$ cat src/rtl/time_set_ctrl.sv
// rtl/time_set_ctrl.sv - time-setting control: button edits of a shadow time with commit/timeout
// Optional hold-to-repeat stepping is built when TIME_SET_AUTOREPEAT_EN is defined.
module time_set_ctrl #(
  parameter int                            NUM_FIELDS   = 3,
  parameter int                            FIELD_W      = 6,
  parameter logic [NUM_FIELDS*FIELD_W-1:0] FIELD_MAX    = {6'd23, 6'd59, 6'd59},
  parameter int unsigned                   REPEAT_DELAY = 50_000_000,
  parameter int unsigned                   REPEAT_RATE  = 10_000_000,
  parameter int unsigned                   TIMEOUT      = 1_000_000_000
) (
  input  logic                          clk,
  input  logic                          rst,
  input  logic                          i_btn_l,
  input  logic                          i_btn_r,
  input  logic                          i_btn_u,
  input  logic                          i_btn_d,
  input  logic [NUM_FIELDS*FIELD_W-1:0] i_cur_time,
  output logic [NUM_FIELDS*FIELD_W-1:0] o_edit_time,
  output logic [1:0]                    o_field_sel,
  output logic                          o_set_active,
  output logic                          o_commit,
  output logic                          o_timeout
);

  localparam int TW = NUM_FIELDS * FIELD_W;
  localparam logic [1:0] TOP_SEL = 2'(NUM_FIELDS - 1);
  localparam logic [FIELD_W-1:0] ONE = FIELD_W'(1);

  typedef enum logic {S_IDLE, S_EDIT} state_t;

  state_t              state_q, state_d;
  logic [3:0]          btn_q;
  logic [TW-1:0]       shadow_q, shadow_d;
  logic [1:0]          sel_q, sel_d;
  logic                commit_q, commit_d;
  logic                timeout_q, timeout_d;
  logic [31:0]         to_cnt_q, to_cnt_d;

  logic                l_edge, r_edge, u_edge, d_edge;
  logic                up_lvl, dn_lvl, nav_l, nav_r;
  logic                step_up, step_dn, rep_fire, activity;
  logic [FIELD_W-1:0]  cur_val, cur_max, stepped;

  assign l_edge = i_btn_l & ~btn_q[0];
  assign r_edge = i_btn_r & ~btn_q[1];
  assign u_edge = i_btn_u & ~btn_q[2];
  assign d_edge = i_btn_d & ~btn_q[3];

  // Up and down held together cancel each other out entirely.
  assign up_lvl = i_btn_u & ~i_btn_d;
  assign dn_lvl = i_btn_d & ~i_btn_u;
  assign nav_l  = l_edge & ~r_edge;
  assign nav_r  = r_edge & ~l_edge;

  assign step_up  = up_lvl & (u_edge | rep_fire);
  assign step_dn  = dn_lvl & (d_edge | rep_fire);
  assign activity = l_edge | r_edge | u_edge | d_edge | rep_fire;

`ifdef TIME_SET_AUTOREPEAT_EN
  // rep_cnt counts cycles since the last step; 0 means no repeat is armed.
  logic [31:0] rep_cnt_q, rep_cnt_d;
  logic        rep_first_q, rep_first_d;

  assign rep_fire = (up_lvl | dn_lvl) && (rep_cnt_q != 32'd0) &&
                    (rep_cnt_q == (rep_first_q ? REPEAT_DELAY : REPEAT_RATE));

  always_comb begin
    rep_cnt_d   = rep_cnt_q;
    rep_first_d = rep_first_q;
    if (state_q != S_EDIT || !(up_lvl | dn_lvl)) begin
      rep_cnt_d   = 32'd0;
      rep_first_d = 1'b1;
    end else if ((u_edge & up_lvl) | (d_edge & dn_lvl)) begin
      rep_cnt_d   = 32'd1;
      rep_first_d = 1'b1;
    end else if (rep_fire) begin
      rep_cnt_d   = 32'd1;
      rep_first_d = 1'b0;
    end else if (rep_cnt_q != 32'd0) begin
      rep_cnt_d   = rep_cnt_q + 32'd1;
    end
  end

  always_ff @(posedge clk or posedge rst) begin
    if (rst) begin
      rep_cnt_q   <= 32'd0;
      rep_first_q <= 1'b1;
    end else begin
      rep_cnt_q   <= rep_cnt_d;
      rep_first_q <= rep_first_d;
    end
  end
`else
  assign rep_fire = 1'b0;
`endif

  always_comb begin
    cur_val = '0;
    cur_max = '0;
    for (int f = 0; f < NUM_FIELDS; f++) begin
      if (f == int'(sel_q)) begin
        cur_val = shadow_q[f*FIELD_W +: FIELD_W];
        cur_max = FIELD_MAX[f*FIELD_W +: FIELD_W];
      end
    end

    // Out-of-range values snap to a legal value on either step direction.
    if (step_up) begin
      stepped = (cur_val >= cur_max) ? '0 : cur_val + ONE;
    end else begin
      stepped = (cur_val == '0 || cur_val > cur_max) ? cur_max : cur_val - ONE;
    end

    state_d   = state_q;
    shadow_d  = shadow_q;
    sel_d     = sel_q;
    commit_d  = 1'b0;
    timeout_d = 1'b0;
    to_cnt_d  = to_cnt_q;

    case (state_q)
      S_IDLE: begin
        to_cnt_d = 32'd0;
        if (nav_l | nav_r) begin
          state_d  = S_EDIT;
          shadow_d = i_cur_time;
          sel_d    = TOP_SEL;
        end
      end
      S_EDIT: begin
        if (nav_r) begin
          if (sel_q == 2'd0) begin
            state_d  = S_IDLE;
            commit_d = 1'b1;
          end else begin
            sel_d = sel_q - 2'd1;
          end
        end else if (nav_l) begin
          if (sel_q == TOP_SEL) state_d = S_IDLE;
          else                  sel_d   = sel_q + 2'd1;
        end else if (step_up | step_dn) begin
          for (int f = 0; f < NUM_FIELDS; f++) begin
            if (f == int'(sel_q)) shadow_d[f*FIELD_W +: FIELD_W] = stepped;
          end
        end

        if (activity) begin
          to_cnt_d = 32'd0;
        end else if (TIMEOUT != 0) begin
          if (to_cnt_q + 32'd1 == TIMEOUT) begin
            state_d   = S_IDLE;
            timeout_d = 1'b1;
            to_cnt_d  = 32'd0;
          end else begin
            to_cnt_d = to_cnt_q + 32'd1;
          end
        end
      end
      default: state_d = S_IDLE;
    endcase
  end

  always_ff @(posedge clk or posedge rst) begin
    if (rst) begin
      state_q   <= S_IDLE;
      btn_q     <= 4'd0;
      shadow_q  <= '0;
      sel_q     <= 2'd0;
      commit_q  <= 1'b0;
      timeout_q <= 1'b0;
      to_cnt_q  <= 32'd0;
    end else begin
      state_q   <= state_d;
      btn_q     <= {i_btn_d, i_btn_u, i_btn_r, i_btn_l};
      shadow_q  <= shadow_d;
      sel_q     <= sel_d;
      commit_q  <= commit_d;
      timeout_q <= timeout_d;
      to_cnt_q  <= to_cnt_d;
    end
  end

  assign o_edit_time  = shadow_q;
  assign o_field_sel  = sel_q;
  assign o_set_active = (state_q == S_EDIT);
  assign o_commit     = commit_q;
  assign o_timeout    = timeout_q;

endmodule

$ cat config.mk
export PLATFORM = sky130hd
export DESIGN_NAME = time_set_ctrl
export DESIGN_NICKNAME = d
export VERILOG_FILES = /design/src/rtl/time_set_ctrl.sv
export SDC_FILE = /design/constraint.sdc
export NUM_CORES = 1
export LEC_CHECK = 0
export CAP_MARGIN = 20
export CORE_ASPECT_RATIO = 1.1
export CORE_UTILIZATION = 56
export DETAILED_ROUTE_END_ITERATION = 10
export HOLD_SLACK_MARGIN = 0.08
export PLACE_DENSITY = 0.8
export SYNTH_ARGS = -nofsm -noshare
export SYNTH_HDL_FRONTEND = slang
export SYNTH_SLANG_ARGS = --single-unit
export TNS_END_PERCENT = 20
$ cat constraint.sdc
create_clock -name clk -period 4.4 [get_ports clk]
set_clock_uncertainty 0.15 [all_clocks]
set_input_delay 1.32 -clock clk [delete_from_list [all_inputs] [get_ports clk]]
set_output_delay 1.32 -clock clk [all_outputs]
set_load 0.1 [all_outputs]
==> flow_summary.json <==
{
  "synth_cells": 426,
  "finalHoldViolations": 0,
  "finalCriticalPeriod_ps": 3595,
  "fin_setup_tns_ps": 0,
  "post-route-period-util_pct": 81.71,
  "hold_depth": 1,
  "status": "complete, no violations",
  "postCtsResizedCells": 0,
  "grt_use_total_pct": 26.94,
  "wl_per_cell_um": 16.40,
  "hold_buffers": 0,
  "clock-root-buffer": "clkbuf_8",
  "critPathLaunchType": "flip-flop",
  "cp-end-kind": "flip-flop",
  "stdcell_count": 557,
  "cts_tree": "yes",
  "viasPerCell": 6.083,
  "clock_path_buffers": 2,
  "worstMarginPinSlew_ps": 983.7,
  "dpl.hpwl_mm": 6.647,
  "synth_top_area_share_pct": 38.36,
  "dp_slack_ps": 760.0,
  "areaGrowthSynthToFinish_pct": 18.60,
  "fill_cells": 526,
  "cts_sinks": 59,
  "ios": 47,
  "coreArea_mm2": 0.006633,
  "multi_input_area_mm2": 0.002241,
  "dieArea_mm2": 0.007209,
  "seq_area_frac_synth_pct": 38.36,
  "place_congestion": 0.9047,
  "num_antenna_cells": 0,
  "yosysUniqueCellTypes": 55,
  "dp.cells": 542,
  "setup_viol": 0,
  "die_height_um": 88.95,
  "regArea_mm2": 0.001476,
  "drive_above_1_share_pct": 9.263,
  "r2r_slack_ps": 800,
  "port_buffers": 46,
  "antenna_found_initial": 0,
  "drt_iter0_markers": 213,
  "yosys.area.top_type": "dfrtp_1",
  "ir_drop_mv": 0.6718,
  "die_w_um": 81.05,
  "worstPathMaxFanout": 9,
  "max_freq_ghz": 0.2782,
  "cts_setup_buffers": 0,
  "synth_most_common_cell": "dfrtp_1",
  "synth_edf_count": 0,
  "slew_violations": 0,
  "nNetsFinal": 507,
  "clkTransAtPathRegs_ps": 70,
  "grt_pass1_wl_mm": 14.74,
  "grt-ovfl-total": 0,
  "synth_seq_cells": 59,
  "criticalPathCategory": "reg2reg",
  "report.power.total_mw": 3.401,
  "cap_viol_max_count": 0,
  "relSlewSlack_pct": 34.21,
  "drc": 0,
  "worstPathRequired_ps": 4480,
  "power_density_mw_per_mm2": 745.1,
  "hp-class": "reg2reg",
  "synth_common_cells": "59 x dfrtp_1, 43 x nand2_1, 43 x nor2_1",
  "syn_area_mm2": 0.003849,
  "grt_max_degree": 41,
  "synthFlopType": "dfrtp_1",
  "via_count": 3388,
  "drt_first_pass_iters": 5,
  "reg2reg_from": "o_field_sel[0]",
  "syn_avg_cell_area_um2": 9.034,
  "leakage_nw": 1.929,
  "synth_nets": 462,
  "async_flop_share_pct": 100.0,
  "start_util_pct": 58.03,
  "worstSetupEndpoint": "o_edit_time[2]",
  "cts_buffers": 9,
  "clkLatencyLatePin_ps": 340,
  "worstPathArrival_ps": 3670,
  "rsz0062_at_grt": "no",
  "wirelength_mm": 9.137,
  "grt_pass1_vias": 3077,
  "ant_nets": 0,
  "setup_slack_ps": 804.8,
  "core.rowCount": 31,
  "startpoint": "o_field_sel[0]",
  "worstRegToRegCells": 10,
  "r2r_end": "o_edit_time[2]",
  "ys_warn_count": 0,
  "h-tree-depth": 3,
  "ys_top_cells_by_area": "dfrtp_1 38%, xor2_1 4.3%, nand2_1 4.2%"
}
sequential cells by signal, summed over array words and instances (netlist names):
signal        count
to_cnt_q         32
o_commit          1
o_timeout         1
o_set_active      1
o_edit_time      18
btn_q             4
o_field_sel       2
layout make-up:
cell class / instances / area share, %
timing repair buffer: 53 / 11.07
tap: 82 / 2.248
clock inverter: 2 / 0.7675
inverter: 12 / 0.9868
sequential: 59 / 32.35
multi-input combinational: 336 / 49.10
clock buffer: 13 / 3.481
metal layers:
layer	track usage (%)	vias up	wire, um	share of wire [%]
li1	-	1624	-	-
met1	35.78	1595	4083	45
met2	42.70	145	4223	46
met3	6.020	24	621	6.8
met4	10.71	0	208	2.3
met5	0	-	0	0
stage by stage:
step | hold slack, ps | cell area [um2] | utilization [%]
after floorplan | 330.5 | 3849 | -
after global placement | 360.2 | 4370 | 65.89
after detailed placement | 348.7 | 4370 | 65.89
after CTS | 375.5 | 4564 | 68.82
after global routing | 396.4 | 4564 | 68.82
final | 382.7 | 4564 | 68.82
worst max-delay path: stages (launching register included):
cell       delay [ps]
dfrtp_1           510
nor2b_1           470
o2bb2ai_1         340
ha_1              350
and3_1            190
nor3b_1           150
a211o_1           290
a22oi_2           350
mux2i_1           260
a21oi_1           160
o31ai_1           280
cells by family after synthesis:
logic type / Yosys count / share of synthesized area [%]
compound gates: 80 / 14.24
xor+xnor: 34 / 7.737
buf+inv: 31 / 3.413
simple gates: 196 / 28.71
fa+ha+maj: 12 / 3.901
flops: 59 / 38.36
mux: 14 / 3.641
layout by cell type, fill, tap and decap left out, types with 7 or more instances in the layout:
master           netlist  final
dfrtp_1               59     59
nor2_1                43     43
nand2_1               43     43
clkdlybuf4s50_1        0     43
xor2_1                19     19
nand3_1               17     17
o21ai_0               16     16
o31ai_1               16     16
xnor2_1               15     15
mux2i_1               14     14
a21oi_1               14     14
nand2b_1              12     12
ha_1                  12     12
inv_1                 12     11
clkbuf_8               0     11
nand4_1               10     10
nor3_2                10     10
buf_4                  1     10
nor3_1                 9      9
and3_1                 8      8
nor2b_1                7      7
nor3b_1                7      7
and2_1                 7      7
report_power, final:
group          switching [mW]  internal (mW)  total, mW  leakage [nW]
Sequential              0.116          0.646      0.761         0.775
Clock                   0.203          0.289      0.492        0.0995
Combinational            1.51          0.633       2.15          1.05
Total                    1.83           1.57       3.40          1.93
how the worst min path moves through the flow:
stage	slack [ps]	endpoint	start
floorplan	330	to_cnt_q[0]	to_cnt_q[0]
global placement	360	to_cnt_q[0]	to_cnt_q[0]
detailed placement	350	o_edit_time[17]	o_edit_time[17]
CTS	380	o_edit_time[17]	o_edit_time[17]
global route	400	o_edit_time[17]	o_edit_time[17]
finish	380	to_cnt_q[0]	to_cnt_q[0]
Note: power is estimated with default switching activity, not from simulation.
